$ cat src/rtl/spi_slave_if_if.sv
// SPI wire bundle between a master (e.g. SPI_ctrl) and the spi_slave_if endpoint.
// cs is active low; miso is the only slave-driven wire.
interface spi_slave_if_if;
  logic cs;
  logic sck;
  logic mosi;
  logic miso;

  modport master (output cs, output sck, output mosi, input miso);
  modport slave  (input cs, input sck, input mosi, output miso);
endinterface

$ cat src/rtl/spi_slave_if.sv
// SPI slave endpoint, all four modes, oversampled in the clk domain.
// cs/sck/mosi go through 2-FF synchronisers; sck edges come from a third
// register. One word of transmit buffering; received words are presented
// on rx_data with a one-cycle rx_valid pulse.
module spi_slave_if #(
  parameter int DATA_W = 8
) (
  input  logic              clk,
  input  logic              rst,
  input  logic [1:0]        mode,
  spi_slave_if_if.slave     bus,
  output logic [DATA_W-1:0] rx_data,
  output logic              rx_valid,
  input  logic [DATA_W-1:0] tx_data,
  input  logic              tx_load,
  output logic              tx_ready,
  output logic              busy,
  output logic              underrun
);

  localparam int CW = (DATA_W > 2) ? $clog2(DATA_W) : 1;
  localparam logic [CW-1:0] LAST = CW'(DATA_W - 1);

  typedef enum logic {IDLE = 1'b0, ACTIVE = 1'b1} state_t;

  state_t state_q, state_d;

  logic [1:0]        cs_s;
  logic [2:0]        sck_s;
  logic [1:0]        mosi_s;
  logic [1:0]        sync_ok;
  logic              cs_armed;

  logic [1:0]        mode_q;
  logic [CW-1:0]     bit_cnt;
  logic [DATA_W-1:0] rx_sr;
  logic [DATA_W-1:0] tx_sr;
  logic [DATA_W-1:0] tx_buf;

  logic enter;
  logic sck_rise, sck_fall;
  logic smp_edge, shf_edge;
  logic last_bit, reload, do_load;

  // Two-stage synchronisers; sck gets a third stage for edge detection.
  // Reset values model an idle bus: cs high, sck low, mosi low.
  always_ff @(posedge clk) begin
    if (rst) begin
      cs_s    <= 2'b11;
      sck_s   <= 3'b000;
      mosi_s  <= 2'b00;
      sync_ok <= 2'b00;
    end else begin
      cs_s    <= {cs_s[0], bus.cs};
      sck_s   <= {sck_s[1:0], bus.sck};
      mosi_s  <= {mosi_s[0], bus.mosi};
      sync_ok <= {sync_ok[0], 1'b1};
    end
  end

  // A transfer may start only after cs has been seen high through a
  // settled synchroniser, so a cs held low across reset cannot re-enter.
  always_ff @(posedge clk) begin
    if (rst)
      cs_armed <= 1'b0;
    else if (enter)
      cs_armed <= 1'b0;
    else if (state_q == IDLE && sync_ok[1] && cs_s[1])
      cs_armed <= 1'b1;
  end

  // FSM state register.
  always_ff @(posedge clk) begin
    if (rst) state_q <= IDLE;
    else     state_q <= state_d;
  end

  // FSM next state: enter on cs low once armed, leave as soon as cs is high.
  always_comb begin
    state_d = state_q;
    enter   = 1'b0;
    case (state_q)
      IDLE: begin
        if (cs_armed && !cs_s[1]) begin
          state_d = ACTIVE;
          enter   = 1'b1;
        end
      end
      ACTIVE: begin
        if (cs_s[1]) state_d = IDLE;
      end
      default: state_d = IDLE;
    endcase
  end

  // Edge classification from the latched mode: sample on rising when
  // CPOL==CPHA, shift on the other edge. Edges are ignored in the cycle
  // cs is seen high so an aborted word never completes.
  always_comb begin
    sck_rise = sck_s[1] & ~sck_s[2];
    sck_fall = ~sck_s[1] & sck_s[2];
    smp_edge = 1'b0;
    shf_edge = 1'b0;
    if (state_q == ACTIVE && !cs_s[1]) begin
      if (mode_q[1] == mode_q[0]) begin
        smp_edge = sck_rise;
        shf_edge = sck_fall;
      end else begin
        smp_edge = sck_fall;
        shf_edge = sck_rise;
      end
    end
    last_bit = smp_edge && (bit_cnt == LAST);
    reload   = enter || last_bit;
    do_load  = tx_load && tx_ready;
  end

  // Mode latch and bit counter; a partial word is dropped on cs rise.
  always_ff @(posedge clk) begin
    if (rst) begin
      mode_q  <= 2'b00;
      bit_cnt <= '0;
    end else if (enter) begin
      mode_q  <= mode;
      bit_cnt <= '0;
    end else if (state_q == ACTIVE && cs_s[1]) begin
      bit_cnt <= '0;
    end else if (smp_edge) begin
      bit_cnt <= last_bit ? '0 : bit_cnt + CW'(1);
    end
  end

  // Receive shifter; the completed word is published on the last sample.
  always_ff @(posedge clk) begin
    if (rst) begin
      rx_sr    <= '0;
      rx_data  <= '0;
      rx_valid <= 1'b0;
    end else begin
      rx_valid <= 1'b0;
      if (smp_edge) begin
        rx_sr <= {rx_sr[DATA_W-2:0], mosi_s[1]};
        if (last_bit) begin
          rx_data  <= {rx_sr[DATA_W-2:0], mosi_s[1]};
          rx_valid <= 1'b1;
        end
      end
    end
  end

  // Transmit shifter. Reload at each word start; the first shift edge of a
  // word (bit_cnt==0) holds so the MSB stays on miso until it is sampled.
  always_ff @(posedge clk) begin
    if (rst)
      tx_sr <= '0;
    else if (reload)
      tx_sr <= tx_ready ? '0 : tx_buf;
    else if (shf_edge && bit_cnt != '0)
      tx_sr <= {tx_sr[DATA_W-2:0], 1'b0};
  end

  // Transmit buffer. A reload drains it (or flags underrun when empty); a
  // same-cycle load is applied afterwards so the new word stays pending.
  always_ff @(posedge clk) begin
    if (rst) begin
      tx_buf   <= '0;
      tx_ready <= 1'b1;
      underrun <= 1'b0;
    end else begin
      underrun <= 1'b0;
      if (reload) begin
        tx_ready <= 1'b1;
        underrun <= tx_ready;
      end
      if (do_load) begin
        tx_buf   <= tx_data;
        tx_ready <= 1'b0;
      end
    end
  end

  assign bus.miso = (state_q == ACTIVE) ? tx_sr[DATA_W-1] : 1'b1;
  assign busy     = (state_q == ACTIVE);

endmodule

$ cat src/flat_wrapper.sv
// flat-port wrapper written by rule: the top's interface ports become plain ports
module spi_slave_if_flat 
#(
  parameter int DATA_W = 8
)
  (clk, rst, mode, rx_data, rx_valid, tx_data, tx_load, tx_ready, busy, underrun, bus_cs, bus_sck, bus_mosi, bus_miso);
  spi_slave_if_if bus_i ();
  input  logic clk;
  input  logic rst;
  input  logic [1:0] mode;
  output logic [DATA_W-1:0] rx_data;
  output logic rx_valid;
  input  logic [DATA_W-1:0] tx_data;
  input  logic tx_load;
  output logic tx_ready;
  output logic busy;
  output logic underrun;
  input wire logic [$bits(bus_i.cs)-1:0] bus_cs;
  input wire logic [$bits(bus_i.sck)-1:0] bus_sck;
  input wire logic [$bits(bus_i.mosi)-1:0] bus_mosi;
  output wire logic [$bits(bus_i.miso)-1:0] bus_miso;
  assign bus_i.cs = bus_cs;
  assign bus_i.sck = bus_sck;
  assign bus_i.mosi = bus_mosi;
  assign bus_miso = bus_i.miso;
  spi_slave_if #(.DATA_W(DATA_W)) u_core (.clk(clk), .rst(rst), .mode(mode), .bus(bus_i), .rx_data(rx_data), .rx_valid(rx_valid), .tx_data(tx_data), .tx_load(tx_load), .tx_ready(tx_ready), .busy(busy), .underrun(underrun));
endmodule
$ cat config.mk
export PLATFORM = sky130hd
export DESIGN_NAME = spi_slave_if_flat
export DESIGN_NICKNAME = d
export VERILOG_FILES = /design/src/rtl/spi_slave_if_if.sv /design/src/rtl/spi_slave_if.sv /design/src/flat_wrapper.sv
export SDC_FILE = /design/constraint.sdc
export NUM_CORES = 1
export LEC_CHECK = 0
export BUFFER_PORTS_ARGS = -buffer_cell sky130_fd_sc_hd__buf_2
export CAP_MARGIN = 20
export CORE_UTILIZATION = 48
export DETAILED_ROUTE_END_ITERATION = 16
export PLACE_DENSITY = 0.76
export SLEW_MARGIN = 20
export SYNTH_ARGS = -nofsm -noshare
export SYNTH_HDL_FRONTEND = slang
export SYNTH_SLANG_ARGS = --single-unit
export TNS_END_PERCENT = 100
$ cat constraint.sdc
create_clock -name clk -period 1.7 [get_ports clk]
set_input_delay 0.085 -clock clk [delete_from_list [all_inputs] [get_ports clk]]
set_output_delay 0.085 -clock clk [all_outputs]
set_load 0.01 [all_outputs]
==> flow_metrics.py, run 1 <==
metrics = {
    "synth": {
        "synth_seq_area_share_pct": 44.7,
        "ys_seq_elements": 50,
        "cell_area_after_technology_mapping_um2": 2240,
        "postSynth.asyncResetShare_pct": 0,
        "synth_edf_count": 0,
        "avgSynthCellArea_um2": 8.38,
        "synth.distinct_cells": 36,
        "mappedNetlistNets": 286,
        "synthesis.yosys.warnings": 0,
        "synth_cells": 267,
        "yosys_most_used_dff": "sky130_fd_sc_hd__dfxtp_1",
    },
    "clock_network": {
        "cts_inserted_buffers": 5,
        "skew_pair_late_insertion_delay_ps": 310,
        "clkSinkCount": 50,
        "cts_tree": "built",
        "cts_max_level": 2,
        "max-clock-path-buffers": 2,
        "root_buffer": "sky130_fd_sc_hd__clkbuf_8",
        "cts.clk_slew.worst_paths_ps": 90,
    },
    "sta": {
        "timing_worst_slew_pin_value_ps": 552,
        "clock-skew-final_ps": 6.01,
        "period_minus_slack_ps": 1610,
        "final_setup_violations": 0,
        "setup_slack_after_layout_ps": 94.6,
        "clock.fmax_mhz": 623,
        "period_share_pct": 94.4,
        "slew-limit-headroom_pct": 63.0,
        "timing_max_transition_violations_final": 0,
        "finalHoldViolCount": 0,
    },
    "global_routing": {
        "gr-total-overflow": 0,
        "grt_first_pass_wirelength_mm": 8.61,
        "first_global_vias": 1883,
        "grt_usage_pct": 21.7,
        "grt_start_max_net_pins": 27,
        "antenna_found_initial": 0,
    },
    "floorplanning": {
        "design.die.area_um2": 4940,
        "pin_count": 29,
        "floorplan.die.height_um": 70.3,
        "initial_utilization_pct": 50.7,
        "num_rows": 24,
        "core-area_um2": 4410,
        "die_x_um": 70.3,
    },
    "routing": {
        "remaining_drc_errors": 0,
        "route.detailed.vias_per_inst": 5.75,
        "drtAntennaViolNets": 0,
        "first_pass_iters": 4,
        "detailroute.via_count": 2088,
        "detailed_route_iter0_violations": 139,
        "avgRoutedWirePerCell_um": 14.9,
        "routed_wirelength_mm": 5.41,
    },
    "critical_path": {
        "worst-endpoint-required_ps": 1930,
        "cpMaxStageDelayCell": "sky130_fd_sc_hd__dfxtp_1",
        "path_class": "reg -> reg",
        "critical_path_peak_fanout": 13,
        "startpoint_type": "flip-flop",
        "cp_cell_sequence": "xnor2_4 -> mux2i_4 -> buf_12 -> a21oi_1 -> a311oi_2",
        "worst_ep_arrival_time_ps": 1830,
        "worst_setup_path_end_kind": "flip-flop",
        "cp_slowest_stage_delay_ps": 390,
    },
    "pwr": {
        "static-leakage-power_uw": 0.00117,
        "irDropWorstVdd_mv": 0.608,
        "power.total_uw": 2500,
        "power_density_over_cell_area_nw_per_um2": 859,
    },
    "placement": {
        "detailedPlace.worstSlack_ps": -183,
        "buffer_ports.inserted": 28,
        "dp_hpwl_mm": 3.26,
        "gp_routability_congestion": 0.847,
    },
    "run_status": {
        "outcome": "completed",
    },
    "worst_hold_path": {
        "timing.hold.worst.class": "in -> reg",
    },
    "layout": {
        "layout_common_cells": "46 x sky130_fd_sc_hd__dfxtp_1, 41 x sky130_fd_sc_hd__nand2_1, 37 x sky130_fd_sc_hd__a21oi_1",
        "mostFrequentLayoutCell": "sky130_fd_sc_hd__dfxtp_1",
        "n_antenna_cell": 0,
        "num-nets-final": 329,
        "layout_area_overhead_pct": 30.2,
        "drive_gt1_share_pct": 28.0,
    },
    "run": {
        "maxCapViolations": 0,
    },
}
-- final cells by class --
cell class	count	area [um^2]
fill	331	1500
multi-input combinational	187	1250
sequential	50	1010
timing repair buffer	54	395
clock buffer	6	82.6
tap	52	65.1
clock inverter	2	60.1
inverter	12	48.8
-- worst paths after layout --
| check | startpoint | to | slack [ps] | depth (start not counted) |
|---|---|---|---|---|
| hold reg to reg | u_core.cs_s[0] | u_core.cs_s[1] | 440 | 1 |
| hold / removal | bus_sck | u_core.sck_s[0] | 0.6 | 2 |
| setup reg to reg | u_core.mode_q[1] | u_core.tx_sr[4] | 90 | 5 |
| setup / recovery | u_core.mode_q[1] | u_core.tx_sr[4] | 90 | 5 |
-- routing by layer --
| layer | vias to the layer above | global-route usage (%) | wire length [um] |
|---|---|---|---|
| met2 | 64 | 34.4 | 2590 |
| met3 | 8 | 4.04 | 283 |
| met4 | 0 | 7.33 | 74 |
| met5 | - | 0 | 0 |
| met1 | 991 | 29.5 | 2460 |
| li1 | 1025 | - | - |
-- report_power, final --
group | internal [uW] | switching [uW] | total, uW
clock network | 627 | 398 | 1030
registers | 1220 | 50.4 | 1270
logic | 107 | 99.6 | 206
total | 1950 | 548 | 2500
-- synthesized netlist by cell type (2+ instances only) --
| master | number | area [um^2] |
|---|---|---|
| sky130_fd_sc_hd__dfxtp_1 | 50 | 1000 |
| sky130_fd_sc_hd__nand2_1 | 41 | 154 |
| sky130_fd_sc_hd__mux2i_1 | 2 | 20.0 |
| sky130_fd_sc_hd__a32oi_1 | 7 | 61.3 |
| sky130_fd_sc_hd__a211oi_1 | 7 | 52.6 |
| sky130_fd_sc_hd__inv_1 | 12 | 45.0 |
| sky130_fd_sc_hd__clkbuf_1 | 11 | 41.3 |
| sky130_fd_sc_hd__or2_2 | 3 | 18.8 |
| sky130_fd_sc_hd__ha_1 | 3 | 37.5 |
| sky130_fd_sc_hd__o21ai_0 | 8 | 40.0 |
| sky130_fd_sc_hd__nor4bb_1 | 2 | 20.0 |
| sky130_fd_sc_hd__nand3_1 | 10 | 50.1 |
| sky130_fd_sc_hd__a311oi_1 | 7 | 61.3 |
| sky130_fd_sc_hd__nor2_1 | 3 | 11.3 |
| sky130_fd_sc_hd__nand2b_1 | 4 | 25.0 |
| sky130_fd_sc_hd__and3_1 | 14 | 87.6 |
| sky130_fd_sc_hd__buf_1 | 3 | 11.3 |
| sky130_fd_sc_hd__nor2b_1 | 9 | 56.3 |
| sky130_fd_sc_hd__buf_2 | 2 | 10.0 |
| sky130_fd_sc_hd__and2_1 | 8 | 50.1 |
| sky130_fd_sc_hd__o22ai_1 | 7 | 43.8 |
| sky130_fd_sc_hd__nor3_1 | 4 | 20.0 |
| sky130_fd_sc_hd__a21oi_1 | 37 | 185 |
-- metrics by stage --
stage               instances  hold WS (ps)  TNS [ps]  cell area, um^2  util, %
CTS                       358          1.71     -16.6             2740     62.1
detailed placement        344           273     -1870             2490     56.3
finish                    363         0.634         0             2910     66.0
global placement          344           270     -1040             2490     56.3
floorplan                 267           189         0             2240        -
global route              363          12.7     -89.3             2910     66.0
-- logic make-up (layout without fill, tap and decap cells) --
group | Yosys count | after routing | synth area share (%)
fa+ha+maj | 3 | 3 | 1.68
simple gates | 102 | 102 | 23.7
compound gates | 76 | 76 | 21.3
mux | 4 | 4 | 2.18
buf+inv | 30 | 74 | 5.65
xor+xnor | 2 | 2 | 0.783
flops | 50 | 50 | 44.7
-- critical path, delay by kind of cell, from the launching register on --
family,cells,cell delay (ps)
compound gates,2,350
xor+xnor,1,300
buf+inv,1,160
flops,1,390
mux,1,320
-- state kept, by name, summed over array words and instances (netlist names) --
name	cells
u_core.bit_cnt	3
u_core.sck_s	3
u_core.underrun	1
u_core.rx_sr	7
u_core.tx_ready	1
u_core.cs_s	2
u_core.mode_q	2
u_core.sync_ok	2
u_core.rx_valid	1
u_core.tx_buf	8
u_core.busy	1
u_core.cs_armed	1
u_core.rx_data	8
u_core.mosi_s	2
u_core.tx_sr	8
-- what timing repair did --
item / CTS / global route
hold endpoints to repair: 4 / 0
resized for setup: 11 / 20
hold buffers: 4 / 0
pin swaps: 0 / 7
setup buffers: 2 / 4
setup endpoints to repair: 20 / 25
gates cloned: 0 / 1
(Power assumes the default switching activity.)
==> run 2: changes to the inputs <==
CORE_UTILIZATION = 50   (was 48)
PLACE_DENSITY = 0.78   (was 0.76)
RECOVER_POWER = 100   (was not set)
==> run 2 against run 1 <==
Net effect: register-to-register slack worse by 60 ps; critical path depth up 1; non-clock buffer count down 3; via count down 3.5%; sequential power about the same; setup slack worse by 61 ps; count of clock-buffer cells in the layout down 1; worst hold slack better by 9.4 ps; die area down 3.9%; clock power down 18%; critical endpoint is now u_core.tx_sr[2]; largest cell class unchanged; highest routed layer unchanged.
==> flow_metrics.py, run 2 (synthesized netlist as in run 1, its figures left out) <==
metrics = {
    "sta": {
        "final_setup_violations": 0,
        "period_minus_slack_ps": 1670,
        "setup_repair_after_global_routing_missed_its_margin": "false",
        "clock.fmax_mhz": 600,
        "clock-skew-final_ps": 8.84,
        "period_share_pct": 98.0,
        "timing_worst_slew_pin_value_ps": 503,
        "final.hold.worst_slack_ps": 10.0,
        "slew-limit-headroom_pct": 66.5,
        "timing_max_transition_violations_final": 0,
        "finalHoldViolCount": 0,
    },
    "clock_network": {
        "skew_pair_late_insertion_delay_ps": 310,
        "cts_max_level": 2,
        "cts.clk_slew.worst_paths_ps": 100,
        "max-clock-path-buffers": 2,
        "cts_tree": "built",
        "cts_setup_buffers": 0,
        "root_buffer": "sky130_fd_sc_hd__clkbuf_8",
        "cts_inserted_buffers": 5,
        "clkSinkCount": 50,
    },
    "layout": {
        "multiInputGateArea_um2": 1200,
        "stdcell_area_um2": 2740,
        "layout_common_cells": "48 x sky130_fd_sc_hd__dfxtp_1, 41 x sky130_fd_sc_hd__nand2_1, 37 x sky130_fd_sc_hd__a21oi_1",
        "num-nets-final": 326,
        "n_antenna_cell": 0,
        "drive_gt1_share_pct": 18.8,
        "utilization_pct": 66.2,
        "mostFrequentLayoutCell": "sky130_fd_sc_hd__dfxtp_1",
        "layout_area_overhead_pct": 22.6,
        "seq_area_um2": 1000,
        "num-fill-cells": 359,
        "layout_top_registers": "u_core.rx_data x8, u_core.tx_buf x8, u_core.tx_sr x8",
    },
    "run": {
        "maxCapViolations": 0,
    },
    "placement": {
        "dp_hpwl_mm": 3.33,
        "gp_routability_congestion": 0.854,
        "buffer_ports.inserted": 28,
        "postPlaceCellArea_um2": 2510,
    },
    "worst_hold_path": {
        "instance_count_along_the_most_critical_hold_path": 3,
        "timing.hold.worst.class": "in -> reg",
    },
    "floorplanning": {
        "floorplan.die.height_um": 68.9,
        "num_rows": 23,
        "die_x_um": 68.9,
        "initial_utilization_pct": 54.0,
        "pin_count": 29,
        "design.die.area_um2": 4750,
        "core-area_um2": 4140,
    },
    "routing": {
        "routed_wirelength_mm": 5.11,
        "detailroute.via_count": 2014,
        "avgRoutedWirePerCell_um": 14.3,
        "route.detailed.vias_per_inst": 5.63,
        "detailed_route_iter0_violations": 135,
        "remaining_drc_errors": 0,
        "drtAntennaViolNets": 0,
        "first_pass_iters": 4,
    },
    "global_routing": {
        "grt_first_pass_wirelength_mm": 8.11,
        "grt_usage_pct": 23.4,
        "gr-total-overflow": 0,
        "grt_start_max_net_pins": 29,
        "first_global_vias": 1745,
        "antenna_found_initial": 0,
    },
    "run_status": {
        "outcome": "completed",
    },
    "critical_path": {
        "critical_path_peak_fanout": 8,
        "worst_setup_path_end_kind": "flip-flop",
        "worst_ep_arrival_time_ps": 1840,
        "worst-endpoint-required_ps": 1880,
        "path_class": "reg -> reg",
        "r2r.worst_path.cells": 6,
        "startpoint_type": "flip-flop",
    },
    "pwr": {
        "power_density_over_cell_area_nw_per_um2": 839,
        "static-leakage-power_uw": 0.00101,
        "irDropWorstVdd_mv": 0.656,
    },
}
[run 2: worst max-delay path, cell delays in order, from the launching register on]
cell                       delay, ps
sky130_fd_sc_hd__dfxtp_2         330
sky130_fd_sc_hd__inv_1            50
sky130_fd_sc_hd__ha_1            190
sky130_fd_sc_hd__nor2b_4         140
sky130_fd_sc_hd__or2_2           380
sky130_fd_sc_hd__a211oi_1        310
sky130_fd_sc_hd__a311oi_1        130
[run 2: final cells by class]
class | instances | share of cell area [%]
Tap cell | 50 | 2.28
Multi-Input combinational cell | 187 | 43.8
Clock inverter | 3 | 1.64
Timing Repair Buffer | 51 | 11.5
Sequential cell | 50 | 36.6
Inverter | 12 | 1.64
Clock buffer | 5 | 2.51
[run 2: where the power goes]
group / switching [uW] / leakage (uW) / total (uW) / internal, uW
registers: 47.6 / 0.000409 / 1270 / 1220
logic: 94.5 / 0.000553 / 190 / 95.2
clock network: 406 / 0.0000504 / 843 / 438
total: 548 / 0.00101 / 2300 / 1750
[run 2: final timing paths]
kind	endpoint	slack, ps	startpoint
max	u_core.tx_sr[2]	30	u_core.bit_cnt[0]
min	u_core.tx_buf[1]	10	tx_data[1]
min reg2reg	u_core.cs_s[1]	440	u_core.cs_s[0]
max reg2reg	u_core.tx_sr[2]	30	u_core.bit_cnt[0]
[run 2: stage by stage]
stage / worst slack (ps) / setup TNS (ps) / power (uW) / std cells
final: 33.4 / 0 / 2300 / 358
after global routing: 1.87 / 0 / 2390 / 358
after CTS: 38.4 / 0 / 2320 / 358
after detailed placement: -144 / -1910 / 1470 / 345
after global placement: -76.5 / -492 / 1460 / 345
after floorplan: 5.56 / 0 / 1410 / 267
[run 2: layer usage]
metal | global-route usage (%) | part of all wire, % | vias up
li1 | - | - | 1018
met1 | 31.1 | 47 | 926
met2 | 35.8 | 47 | 61
met3 | 4.28 | 4.8 | 9
met4 | 12.8 | 1.4 | 0
met5 | 0 | 0 | -
[run 2: repair_timing]
item	4_1_cts	5_1_grt
hold buffers	5	0
endpoints found under the hold margin	5	0
pin swaps	0	1
setup endpoints to repair	23	27
resized for setup	4	12
==> run 3: changes to the inputs <==
CTS_BUF_LIST = sky130_fd_sc_hd__clkbuf_4   (was not set)
CTS_CLUSTER_SIZE = 16   (was not set)
==> run 3 against run 2 <==
Net effect: setup slack worse by 3.8 ps; critical path type unchanged; critical path depth is 2 lower; highest routed layer unchanged; count of clock-buffer cells in the layout did not move; largest power group unchanged.
==> flow_metrics.py, run 3 (synthesized netlist as in run 1, its figures left out) <==
metrics = {
    "routing": {
        "remaining_drc_errors": 0,
        "dr_wl_met2_mm": 2.41,
        "top_signal_layer_used": "met4",
        "avgRoutedWirePerCell_um": 14.1,
        "detailed_route_iter0_violations": 114,
        "routed_wirelength_mm": 5.19,
        "met1Wirelength_mm": 2.48,
        "first_pass_iters": 4,
        "route.detailed.vias_per_inst": 5.57,
        "drtAntennaViolNets": 0,
        "detailroute.via_count": 2044,
        "met3RoutedLength_um": 206,
    },
    "global_routing": {
        "grt_usage_pct": 23.5,
        "grt_first_pass_wirelength_mm": 8.16,
        "grt_start_max_net_pins": 29,
        "antenna_found_initial": 0,
        "gr-total-overflow": 0,
        "first_global_vias": 1770,
    },
    "critical_path": {
        "worst_ep_arrival_time_ps": 1930,
        "worst_setup_path_end_kind": "flip-flop",
        "path_class": "reg -> reg",
        "setup.reg_to_reg.worst_slack_ps": 30,
        "worst-endpoint-required_ps": 1960,
        "critical_path_peak_fanout": 8,
        "startpoint_type": "flip-flop",
    },
    "layout": {
        "num-fill-cells": 350,
        "n_antenna_cell": 0,
        "multiInputGateArea_um2": 1210,
        "layout_area_overhead_pct": 25.4,
        "final-instance-count-excl-fill": 367,
        "drive_gt1_share_pct": 19.2,
        "mostFrequentLayoutCell": "sky130_fd_sc_hd__dfxtp_1",
        "seq_area_um2": 1000,
        "layout_top_registers": "u_core.rx_data x8, u_core.tx_buf x8, u_core.tx_sr x8",
        "num-nets-final": 335,
        "layout_common_cells": "47 x sky130_fd_sc_hd__dfxtp_1, 41 x sky130_fd_sc_hd__nand2_1, 37 x sky130_fd_sc_hd__a21oi_1",
    },
    "placement": {
        "dp_hpwl_mm": 3.33,
        "buffer_ports.inserted": 28,
        "dp_cells": 345,
        "gp_routability_congestion": 0.854,
        "detailedPlace.worstSlack_ps": -144,
    },
    "clock_network": {
        "clkSinkCount": 50,
        "cts_max_level": 2,
        "cts.clk_slew.worst_paths_ps": 150,
        "cts_tree": "built",
        "root_buffer": "sky130_fd_sc_hd__clkbuf_4",
        "skew_pair_late_insertion_delay_ps": 370,
        "cts_inserted_buffers": 5,
        "max-clock-path-buffers": 2,
    },
    "run_status": {
        "outcome": "completed",
    },
    "sta": {
        "timing_max_transition_violations_final": 0,
        "final.hold.worst_slack_ps": 155,
        "setup_slack_after_layout_ps": 29.7,
        "period_share_pct": 98.3,
        "clock-skew-final_ps": 5.87,
        "finalHoldViolCount": 0,
        "period_minus_slack_ps": 1670,
        "clock.fmax_mhz": 599,
        "final_setup_violations": 0,
        "timing_worst_slew_pin_value_ps": 1200,
        "slew-limit-headroom_pct": 20.2,
        "finalSetupTns_ps": 0,
    },
    "floorplanning": {
        "die_x_um": 68.9,
        "floorplan.die.height_um": 68.9,
        "design.die.area_um2": 4750,
        "pin_count": 29,
        "num_rows": 23,
        "initial_utilization_pct": 54.0,
        "core-area_um2": 4140,
    },
    "pwr": {
        "internal-power_uw": 1640,
        "power.total_uw": 2170,
        "power.sequential.fraction_pct": 58.5,
        "irDropWorstVdd_mv": 0.633,
        "power_density_over_cell_area_nw_per_um2": 775,
        "power.share.switching_pct": 24.7,
        "static-leakage-power_uw": 0.00104,
        "switching_power_total_uw": 537,
        "combPwrFrac_pct": 9.3,
        "power.clock.fraction_pct": 32.2,
    },
    "worst_hold_path": {
        "timing.hold.worst.class": "in -> reg",
    },
    "run": {
        "maxCapViolations": 0,
    },
}
run 3: cell count changes in the layout (fill, tap and decap cells not counted), moves of 2 or more:
cell	before	now
sky130_fd_sc_hd__clkbuf_1	14	16
sky130_fd_sc_hd__clkbuf_4	1	5
sky130_fd_sc_hd__clkbuf_8	5	0
sky130_fd_sc_hd__dlygate4sd3_1	5	13
run 3: metrics by stage:
| step | utilization [%] | instance area [um^2] |
|---|---|---|
| 6_report | 67.7 | 2810 |
| 4_1_cts | 66.1 | 2740 |
| 3_5_place_dp | 60.5 | 2510 |
| 2_1_floorplan | - | 2240 |
| 3_3_place_gp | 60.5 | 2510 |
| 5_1_grt | 67.7 | 2810 |
run 3: path summary, 6_finish.rpt:
check	start	endpoint	cells after the start
max	u_core.cs_s[1]	u_core.tx_sr[1]	4
min	tx_load	u_core.tx_buf[4]	4
min reg2reg	u_core.cs_s[0]	u_core.cs_s[1]	1
max reg2reg	u_core.cs_s[1]	u_core.tx_sr[1]	4
run 3: what timing repair did:
item,4_1_cts,5_1_grt
buffers inserted,0,1
pin swaps,0,4
endpoints found under the setup margin,23,27
gates cloned,0,0
hold endpoints to repair,13,0
gates resized for setup,4,16
hold buffers,13,0
run 3: power groups by stage:
stage	combinational (uW)	sequential (uW)	clock [uW]
6_report	203	1270	700
5_1_grt	225	1280	761
4_1_cts	199	1270	717
3_5_place_dp	175	1290	0
3_3_place_gp	172	1290	0
2_1_floorplan	130	1280	0
run 3: per-layer routing:
metal	GRT usage, %	vias up
li1	-	1038
met1	31.0	947
met2	36.9	51
met3	5.26	8
met4	9.44	0
met5	0	-
run 3: critical path: stages, from the launching register on:
cell,delay (ps)
sky130_fd_sc_hd__dfxtp_1,410
sky130_fd_sc_hd__nand2b_1,250
sky130_fd_sc_hd__or2_2,420
sky130_fd_sc_hd__a211oi_1,330
sky130_fd_sc_hd__a311oi_1,130
run 3: final cells by class:
class | count | area share (%)
multi-input combinational | 187 | 43.2
timing repair buffer | 60 | 14.2
inverter | 12 | 1.61
clock inverter | 3 | 1.61
clock buffer | 5 | 1.34
sequential | 50 | 35.8
tap | 50 | 2.23
